File: config.mk
export PLATFORM = sky130hd
export DESIGN_NAME = control_multiciclo_flat
export DESIGN_NICKNAME = d
export VERILOG_FILES = /design/src/rtl/control_multiciclo_if.sv /design/src/rtl/control_multiciclo.sv /design/src/flat_wrapper.sv
export SDC_FILE = /design/constraint.sdc
export NUM_CORES = 1
export LEC_CHECK = 0
export ABC_AREA = 1
export CORE_ASPECT_RATIO = 1.1
export CORE_MARGIN = 5
export CORE_UTILIZATION = 35
export CTS_BUF_LIST = sky130_fd_sc_hd__clkbuf_4
export CTS_CLUSTER_DIAMETER = 50
export DETAILED_ROUTE_END_ITERATION = 7
export GPL_TIMING_DRIVEN = 0
export MAX_ROUTING_LAYER = met4
export PLACE_DENSITY = 0.78
export SYNTH_ARGS = -nofsm -noshare
export SYNTH_HDL_FRONTEND = slang
export SYNTH_SLANG_ARGS = --single-unit
File: constraint.sdc
create_clock -name clk -period 1.15 [get_ports clk]
set_input_delay 0.1725 -clock clk [delete_from_list [all_inputs] [get_ports clk]]
set_output_delay 0.1725 -clock clk [all_outputs]
set_load 0.02 [all_outputs]
File: src/rtl/control_multiciclo_if.sv
// control_multiciclo_if: instruction fields and control outputs between the control unit and the multicycle datapath
interface control_multiciclo_if;
  logic [3:0] Cond;
  logic [1:0] Op;
  logic [5:0] Funct;
  logic [3:0] Rd;
  logic [3:0] ALUFlags;
  logic       PCWrite;
  logic       AdrSrc;
  logic       MemWrite;
  logic       IRWrite;
  logic [1:0] ResultSrc;
  logic       ALUSrcA;
  logic [1:0] ALUSrcB;
  logic [3:0] ALUControl;
  logic [1:0] ImmSrc;
  logic [1:0] RegSrc;
  logic       RegWrite;
  logic [3:0] Flags;
  logic [3:0] State;
  modport master (
    output Cond, Op, Funct, Rd, ALUFlags,
    input  PCWrite, AdrSrc, MemWrite, IRWrite, ResultSrc, ALUSrcA, ALUSrcB,
           ALUControl, ImmSrc, RegSrc, RegWrite, Flags, State
  );
  modport slave (
    input  Cond, Op, Funct, Rd, ALUFlags,
    output PCWrite, AdrSrc, MemWrite, IRWrite, ResultSrc, ALUSrcA, ALUSrcB,
           ALUControl, ImmSrc, RegSrc, RegWrite, Flags, State
  );
endinterface

File: src/rtl/control_multiciclo.sv
// control_multiciclo: multicycle ARMv4 control unit (Moore FSM, ALU decoder, condition check, NZCV flags)
module control_multiciclo (
  input logic clk,
  input logic rst_n,
  control_multiciclo_if.slave bus
);
  typedef enum logic [3:0] {
    FETCH, DECODE, MEMADR, MEMREAD, MEMWB, MEMWRITE, EXECUTER, EXECUTEI, ALUWB, BRANCH
  } state_t;
  state_t state, next;
  logic next_pc, br, reg_w, mem_w, alu_op, ir_w, cond_ex, cond_ex_r, pcs, s;
  logic adr_src, alu_src_a;
  logic [1:0] result_src, alu_src_b, flag_w;
  logic [3:0] cmd, flags;
  logic n, z, c, v;
  assign cmd = bus.Funct[4:1];
  assign s = bus.Funct[0];
  assign {n, z, c, v} = flags;
  always_ff @(posedge clk or negedge rst_n)
    if (!rst_n) begin
      state <= FETCH;
      flags <= '0;
      cond_ex_r <= 1'b0;
    end else begin
      state <= next;
      if (state == DECODE) cond_ex_r <= cond_ex;
      if ((state == EXECUTER || state == EXECUTEI) && cond_ex_r) begin
        if (flag_w[1]) flags[3:2] <= bus.ALUFlags[3:2];
        if (flag_w[0]) flags[1:0] <= bus.ALUFlags[1:0];
      end
    end
  always_comb begin
    next = FETCH;
    ir_w = 1'b0;
    next_pc = 1'b0;
    br = 1'b0;
    reg_w = 1'b0;
    mem_w = 1'b0;
    alu_op = 1'b0;
    adr_src = 1'b0;
    alu_src_a = 1'b0;
    result_src = 2'b00;
    alu_src_b = 2'b00;
    case (state)
      FETCH: begin
        ir_w = 1'b1;
        next_pc = 1'b1;
        alu_src_a = 1'b1;
        alu_src_b = 2'b10;
        result_src = 2'b10;
        next = DECODE;
      end
      DECODE: begin
        alu_src_a = 1'b1;
        alu_src_b = 2'b10;
        result_src = 2'b10;
        next = bus.Op == 2'b01 ? MEMADR : bus.Op == 2'b10 ? BRANCH :
               bus.Op == 2'b11 ? FETCH : bus.Funct[5] ? EXECUTEI : EXECUTER;
      end
      MEMADR: begin
        alu_src_b = 2'b01;
        next = s ? MEMREAD : MEMWRITE;
      end
      MEMREAD: begin
        adr_src = 1'b1;
        next = MEMWB;
      end
      MEMWB: begin
        result_src = 2'b01;
        reg_w = 1'b1;
      end
      MEMWRITE: begin
        adr_src = 1'b1;
        mem_w = 1'b1;
      end
      EXECUTER: begin
        alu_op = 1'b1;
        next = ALUWB;
      end
      EXECUTEI: begin
        alu_src_b = 2'b01;
        alu_op = 1'b1;
        next = ALUWB;
      end
      ALUWB: reg_w = cmd != 4'b1010;
      BRANCH: begin
        alu_src_b = 2'b01;
        result_src = 2'b10;
        br = 1'b1;
      end
      default: next = FETCH;
    endcase
  end
  always_comb begin
    cond_ex = 1'b0;
    case (bus.Cond)
      4'b0000: cond_ex = z;
      4'b0001: cond_ex = !z;
      4'b0010: cond_ex = c;
      4'b0011: cond_ex = !c;
      4'b0100: cond_ex = n;
      4'b0101: cond_ex = !n;
      4'b0110: cond_ex = v;
      4'b0111: cond_ex = !v;
      4'b1000: cond_ex = c && !z;
      4'b1001: cond_ex = !c || z;
      4'b1010: cond_ex = n == v;
      4'b1011: cond_ex = n != v;
      4'b1100: cond_ex = !z && (n == v);
      4'b1101: cond_ex = z || (n != v);
      4'b1110: cond_ex = 1'b1;
      default: cond_ex = 1'b0;
    endcase
  end
  // CMP writes flags like SUB but never the register file; unknown cmds fall back to ADD without flags
  assign flag_w[1] = alu_op && s && (cmd inside {4'b0100, 4'b0010, 4'b0000, 4'b1100, 4'b1010});
  assign flag_w[0] = alu_op && s && (cmd inside {4'b0100, 4'b0010, 4'b1010});
  assign bus.ALUControl = !alu_op ? 4'b0000 :
                          (cmd == 4'b0010 || cmd == 4'b1010) ? 4'b0001 :
                          cmd == 4'b0000 ? 4'b0010 :
                          cmd == 4'b1100 ? 4'b0011 : 4'b0000;
  assign pcs = br || (reg_w && bus.Rd == 4'd15);
  assign bus.PCWrite = rst_n && (next_pc || (pcs && cond_ex_r));
  assign bus.RegWrite = rst_n && reg_w && cond_ex_r && bus.Rd != 4'd15;
  assign bus.MemWrite = rst_n && mem_w && cond_ex_r;
  assign bus.IRWrite = rst_n && ir_w;
  assign bus.AdrSrc = adr_src;
  assign bus.ResultSrc = result_src;
  assign bus.ALUSrcA = alu_src_a;
  assign bus.ALUSrcB = alu_src_b;
  assign bus.ImmSrc = bus.Op;
  assign bus.RegSrc = {bus.Op == 2'b01, bus.Op == 2'b10};
  assign bus.Flags = flags;
  assign bus.State = state;
endmodule
File: src/flat_wrapper.sv
// flat-port wrapper written by rule: the top's interface ports become plain ports
module control_multiciclo_flat 
  (clk, rst_n, bus_Cond, bus_Op, bus_Funct, bus_Rd, bus_ALUFlags, bus_PCWrite, bus_AdrSrc, bus_MemWrite, bus_IRWrite, bus_ResultSrc, bus_ALUSrcA, bus_ALUSrcB, bus_ALUControl, bus_ImmSrc, bus_RegSrc, bus_RegWrite, bus_Flags, bus_State);
  control_multiciclo_if bus_i ();
  input logic clk;
  input logic rst_n;
  input wire logic [$bits(bus_i.Cond)-1:0] bus_Cond;
  input wire logic [$bits(bus_i.Op)-1:0] bus_Op;
  input wire logic [$bits(bus_i.Funct)-1:0] bus_Funct;
  input wire logic [$bits(bus_i.Rd)-1:0] bus_Rd;
  input wire logic [$bits(bus_i.ALUFlags)-1:0] bus_ALUFlags;
  output wire logic [$bits(bus_i.PCWrite)-1:0] bus_PCWrite;
  output wire logic [$bits(bus_i.AdrSrc)-1:0] bus_AdrSrc;
  output wire logic [$bits(bus_i.MemWrite)-1:0] bus_MemWrite;
  output wire logic [$bits(bus_i.IRWrite)-1:0] bus_IRWrite;
  output wire logic [$bits(bus_i.ResultSrc)-1:0] bus_ResultSrc;
  output wire logic [$bits(bus_i.ALUSrcA)-1:0] bus_ALUSrcA;
  output wire logic [$bits(bus_i.ALUSrcB)-1:0] bus_ALUSrcB;
  output wire logic [$bits(bus_i.ALUControl)-1:0] bus_ALUControl;
  output wire logic [$bits(bus_i.ImmSrc)-1:0] bus_ImmSrc;
  output wire logic [$bits(bus_i.RegSrc)-1:0] bus_RegSrc;
  output wire logic [$bits(bus_i.RegWrite)-1:0] bus_RegWrite;
  output wire logic [$bits(bus_i.Flags)-1:0] bus_Flags;
  output wire logic [$bits(bus_i.State)-1:0] bus_State;
  assign bus_i.Cond = bus_Cond;
  assign bus_i.Op = bus_Op;
  assign bus_i.Funct = bus_Funct;
  assign bus_i.Rd = bus_Rd;
  assign bus_i.ALUFlags = bus_ALUFlags;
  assign bus_PCWrite = bus_i.PCWrite;
  assign bus_AdrSrc = bus_i.AdrSrc;
  assign bus_MemWrite = bus_i.MemWrite;
  assign bus_IRWrite = bus_i.IRWrite;
  assign bus_ResultSrc = bus_i.ResultSrc;
  assign bus_ALUSrcA = bus_i.ALUSrcA;
  assign bus_ALUSrcB = bus_i.ALUSrcB;
  assign bus_ALUControl = bus_i.ALUControl;
  assign bus_ImmSrc = bus_i.ImmSrc;
  assign bus_RegSrc = bus_i.RegSrc;
  assign bus_RegWrite = bus_i.RegWrite;
  assign bus_Flags = bus_i.Flags;
  assign bus_State = bus_i.State;
  control_multiciclo u_core (.clk(clk), .rst_n(rst_n), .bus(bus_i));
endmodule
==> metrics.txt, run 1 <==
nets@finish=240; # rows=18; most area-consuming cells after synthesis=dfrtp_1, nand2_1, nor2_1; final hold vios=0; GPL Wtd Cong=0.900; critical path required time=0.98 ns; drt total wl=3660 um; drc violations=0; worst setup path class=flop to output pin; Worst EP arrival=roughly 1.5 ns; worst hold path class=primary input to flop; Cells after Synth=~140; antenna violations before repair=0; HP Start=bus_Op[0]; Num Clock Sinks=9; number of DRC markers in iteration 0=27; top cell type's share of synthesized area=27.0%; fin cells=247; CP Launch Type=flop; die height=approximately 60 um; Commonest cells post-synth=nand2_1, nor2_1, inv_1; global-route wire length before repair=between 5000 and 6000 um; worst hold slack=0.323 ns; area of the core=~2300 um^2; PnR worst setup slack=-0.543 ns; synthesized flop and latch total=9; synth unique cells=22; Routed Antenna Nets=0; cell depth of the worst hold path=2; TritonCTS clock tree=built; post-layout util=between 70% and 80%; Worst R2R End=u_core.bus.Flags[2]; power consumption=3.07 mW; Final HPWL DP=2180 um; layout cell share with drive strength beyond 1=52.1%; final cycle utilization of the critical path=147%; status=complete, but fails checks; GRT overflow=0; final setup fails=22; Die W=56.6 um; die area=3460 um^2; Total Routing Usage GR=19.7%; Fin Clk Skew=0.00219 ns; R2R Setup Slk=-0.32 ns; WHS Endpoint=u_core.bus.State[2]; setup_tns=-6.25 ns; post-synthesis cell type with the largest combined area=dfrtp_1; P_leak=0.906 nW; fin crit period=roughly 1.7 ns; Mapped Avg Cell Area=5.80 um^2; starting density of the core=36.7%; CTS clk-pin slew, worst paths=0.07 ns; violated checks=setup timing; DRT Pass-1 Iters=4; cell count of the worst reg-to-reg path=7; Syn-to-layout area delta=108%; Clock Path Buffers=2; Post-Syn Area=835 um^2; Inst Count DP=220; WL per Instance=14.8 um; worst-path fanout max=3; async set or reset register ratio after synthesis=100%; routed vias/inst=4.98; vias post-DR=1231; Root Buffer=clkbuf_4; H-tree depth=1; clock latency on the worst-skew pair=0.26 ns; main flop type after synthesis=dfrtp_1; number of global-route vias before repair=1254; largest net degree at the start of global routing=10; Worst setup EP type=output pin; Top Ports=48; EDFF count, synth=0; top-count cell post-synth=nand2_1; CTS buffer count=3; P per Cell Area=1770 nW/um^2; Fillers=154; diode count=0; port bufs=45; RSZ-0062 raised after global routing=yes; Slew Viols, Final=0; Seq/Total Area, Yosys=27.0%; maximum VDD drop=0.00169 V; fmax=between 500 and 600 MHz; Worst R2R Start=u_core.bus.State[2]; max-capacitance violation count=0; Syn. warnings=0
==> power breakdown <==
group	internal (mW)	switching [mW]	total [mW]
sequential	0.418	0.134	0.552
clock	0.158	0.125	0.282
combinational	1.01	1.22	2.23
total	1.59	1.48	3.07
==> area by class of cell <==
class	count	area, um^2	share of cell area (%)
timing repair buffer	68	622	35.9
tap	30	37.5	2.17
sequential	9	235	13.6
clock buffer	4	30.0	1.73
inverter	23	93.8	5.42
buffer	4	30.0	1.73
multi-input combinational	109	684	39.5
==> state kept, by name, indices dropped and copies added (netlist names) <==
name              count
u_core.bus.Flags      4
u_core.bus.State      4
u_core.cond_ex_r      1
==> cells in the final DEF (no fill, tap or decap), drive strengths merged, types with 2 or more instances in the layout <==
master	n
clkdlybuf4s50	13
inv	23
a21oi	8
conb	2
buf	47
o21ai	4
nand2	48
clkbuf	5
dlygate4sd2	8
nor2	28
dfrtp	9
nand3	10
nor3	2
==> layer usage <==
metal | wire, um | vias to the layer above | GRT usage (%)
met4 | 99 | 0 | 6.10
met1 | 1420 | 571 | 20.7
met3 | 223 | 10 | 4.19
met5 | 0 | - | -
li1 | - | 586 | -
met2 | 1910 | 64 | 37.1
==> metrics by stage <==
stage | setup WS (ns) | instance area, um^2
after floorplan | -0.251 | 912
after global placement | -1.08 | 1400
after detailed placement | -1.10 | 1400
after CTS | -0.506 | 1650
after global routing | -0.596 | 1730
final | -0.543 | 1730
==> timing repair <==
item | CTS | global route
gates resized for setup | 144 | 28
pin swaps | 13 | 14
setup endpoints to repair | 32 | 25
hold endpoints to repair | 9 | 0
hold buffers | 1 | 0
setup buffers | 16 | 8
==> worst max-delay path: stages, from the launching register on <==
cell,delay [ns]
dfrtp_2,0.44
inv_4,0.06
nor2_4,0.14
inv_2,0.07
buf_4,0.13
o311ai_2,0.23
buf_4,0.19
==> worst max-delay path by stage <==
stage	startpoint	end	slack [ns]
5_1_grt	u_core.bus.State[2]	bus_PCWrite	-0.60
4_1_cts	u_core.bus.State[0]	bus_PCWrite	-0.51
3_3_place_gp	rst_n	bus_RegWrite	-1.08
6_report	u_core.bus.State[2]	bus_ALUSrcB[0]	-0.54
3_5_place_dp	rst_n	bus_RegWrite	-1.10
2_1_floorplan	u_core.bus.State[2]	bus_PCWrite	-0.25
==> kinds of logic (layout without fill, tap and decap cells) <==
kind of cell | count (synthesis) | in the layout | share of synthesized area, %
AND/OR/NAND/NOR | 90 | 90 | 46.0
buffers and inverters | 27 | 99 | 13.9
AO/OA/AOI/OAI | 16 | 16 | 10.8
flip-flops | 9 | 9 | 27.0
other | 1 | 2 | 0.449
multiplexers | 1 | 1 | 1.80
Power figures use the tool's default switching activity.
==> run 2, diff against run 1 <==
--- a/config.mk
+++ b/config.mk
@@ -5,7 +5,6 @@
 export SDC_FILE = /design/constraint.sdc
 export NUM_CORES = 1
 export LEC_CHECK = 0
-export ABC_AREA = 1
 export CORE_ASPECT_RATIO = 1.1
 export CORE_MARGIN = 5
 export CORE_UTILIZATION = 35
@@ -14,7 +13,8 @@
 export DETAILED_ROUTE_END_ITERATION = 7
 export GPL_TIMING_DRIVEN = 0
 export MAX_ROUTING_LAYER = met4
-export PLACE_DENSITY = 0.78
+export PLACE_DENSITY = 0.74
 export SYNTH_ARGS = -nofsm -noshare
 export SYNTH_HDL_FRONTEND = slang
 export SYNTH_SLANG_ARGS = --single-unit
+export TNS_END_PERCENT = 50
==> run 2 against run 1 <==
Effect of this change:
- the flow still finishes with violations (setup timing)
- worst setup slack better by 0.011 ns
- critical path depth stayed put
- design area is 6.2% higher
- global-route usage is 1.3 points lower
- synthesized area is 15% higher
- worst hold slack worse by 0.024 ns
- routed wire length is 0.55% higher
- clock power is 5% lower
- combinational power is 44% higher
- synthesized cell count is 13% lower
- maximum frequency is 0.65% higher
- die area is 12% higher
- largest cell class unchanged
==> metrics.txt, run 2 <==
largest net degree at the start of global routing=11; clock latency on the worst-skew pair=~0.26 ns; PnR worst setup slack=-0.532 ns; most frequent cells in the layout=buf_4, buf_6, clkdlybuf4s50_1, a21oi_1, dfrtp_2; area of the core=2700 um^2; Clock Path Buffers=2; number of DRC markers in iteration 0=75; fmax=594 MHz; top-count cell post-synth=nor2_1; Fin Clk Skew=0.00531 ns; post-layout util=68.1%; Num Clock Sinks=9; most common cell after layout, fill and taps aside=buf_4; maximum VDD drop=0.00215 V; Syn. warnings=0; drc violations=0; async set or reset register ratio after synthesis=100%; critical path required time=1.28 ns; Final HPWL DP=2340 um; Cells after Synth=125; most area-consuming cells after synthesis=dfrtp_1, a21oi_1, nor3_1; GRT overflow=0; Top Ports=48; Root Buffer=clkbuf_4; die height=64.9 um; antenna violations before repair=0; nets@finish=212; worst setup path class=flop to flop; max-capacitance violation count=0; Die W=59.9 um; WL per Instance=16.6 um; routed vias/inst=5.76; RSZ-0062 raised after global routing=yes; post-synthesis cell type with the largest combined area=dfrtp_1; Mapped Avg Cell Area=7.67 um^2; final cycle utilization of the critical path=146%; Total Routing Usage GR=18.4%; GPL Wtd Cong=between 0.7 and 0.8; status=complete, but fails checks; Clock power frac=6.6%; synthesized flop and latch total=9; synth unique cells=42; DRT Pass-1 Iters=4; violated checks=setup timing; global-route wire length before repair=5510 um; H-tree depth=1; top cell type's share of synthesized area=around a quarter; final hold vios=0; layout cell share with drive strength beyond 1=48.1%; port bufs=43; Commonest cells post-synth=nor2_1, a21oi_1, dfrtp_1; internal power=2.26 mW; Sequential Power Share=between 10% and 20%; Slew Viols, Final=0; fin crit period=approximately 1.7 ns; CTS buffer count=3; number of global-route vias before repair=approximately 1200; Net Switching=1.84 mW; CP Launch Type=flop; final setup fails=20; EDFF count, synth=0; CTS clk-pin slew, worst paths=0.07 ns; worst-path fanout max=8; combinational share of power=about four fifths; starting density of the core=between 30% and 40%; Routed Antenna Nets=0; P_leak=0.800 nW; Worst setup EP type=flop; diode count=0; worst hold path class=primary input to flop; main flop type after synthesis=dfrtp_1; die area=3890 um^2; vias post-DR=1279; P per Cell Area=2230 nW/um^2; pre-CTS setup slack=-1.03 ns; Syn-to-layout area delta=92.0%; Sw Ratio=44.9%; Post-Syn Area=958 um^2; TritonCTS clock tree=built; Seq/Total Area, Yosys=a little under a quarter; # rows=20; Worst EP arrival=1.81 ns; drt total wl=approximately 3700 um
[run 2: metal layers]
| layer | up-vias | GRT usage [%] | part of all wire (%) |
|---|---|---|---|
| li1 | 588 | - | - |
| met5 | - | - | 0 |
| met3 | 6 | 1.39 | 5.4 |
| met2 | 62 | 34.2 | 55 |
| met4 | 0 | 4.99 | 1.6 |
| met1 | 623 | 20.3 | 38 |
[run 2: path summary, 6_finish.rpt]
kind                       cells past startpoint           startpoint  slack, ns                  end
max                                            6  u_core.bus.State[2]      -0.53     u_core.cond_ex_r
max reg2reg                                    6  u_core.bus.State[2]      -0.53     u_core.cond_ex_r
min in group asynchronous                      2                rst_n       0.57     u_core.cond_ex_r
min reg2reg                                    1  u_core.bus.Flags[0]       0.63  u_core.bus.Flags[0]
max in group asynchronous                      2                rst_n       0.26  u_core.bus.State[2]
min                                            2         bus_Funct[3]       0.30  u_core.bus.Flags[3]
[run 2: critical path, stage by stage, from the launching register on]
cell      delay [ns]
dfrtp_2         0.48
buf_8           0.17
buf_6           0.12
nor4b_4         0.31
o41ai_2         0.13
a211oi_2        0.23
a31oi_1         0.12
[run 2: area by class of cell]
type	count	area, um^2
tap	33	41.3
clock buffer	4	30.0
buffer	12	113
sequential	9	234
fill	217	862
multi-input combinational	99	848
inverter	6	22.5
timing repair buffer	59	552
[run 2: logic make-up (layout without fill, tap and decap cells)]
logic type,count (synthesis),in the layout,synth area share (%)
AOI/OAI and AO/OA,31,31,22.3
xor gates and xnor gates,5,5,4.57
buffers and inverters,18,81,9.53
DFF,9,9,23.5
muxes,4,4,4.44
other,1,2,0.391
and+or+nand+nor,57,57,35.2
[run 2: repair_timing]
item                                    CTS  global route
endpoints found under the setup margin   30            23
setup buffers                            12             3
hold buffers                              1             0
endpoints found under the hold margin     9             0
pin swaps                                 7             8
cloned                                    0             0
gates resized for setup                 140            23
[run 2: stage by stage]
step           TNS [ns]  total power [mW]  area [um^2]  instances  hold slack (ns)
6_report          -6.67              4.10         1840        222            0.299
2_1_floorplan     -3.44              1.98         1060        126           -0.123
3_3_place_gp     -13.63              2.82         1530        202            0.541
3_5_place_dp     -14.19              2.83         1530        202            0.549
4_1_cts           -6.06              3.63         1720        219            0.294
5_1_grt           -7.79              4.32         1840        222            0.327
[run 2: power by group through the flow]
stage / clock network, mW / registers, mW / logic, mW
after floorplan: 0 / 0.661 / 1.32
after global placement: 0 / 0.598 / 2.22
after detailed placement: 0 / 0.603 / 2.23
after CTS: 0.266 / 0.595 / 2.77
after global routing: 0.286 / 0.643 / 3.39
final: 0.269 / 0.626 / 3.21
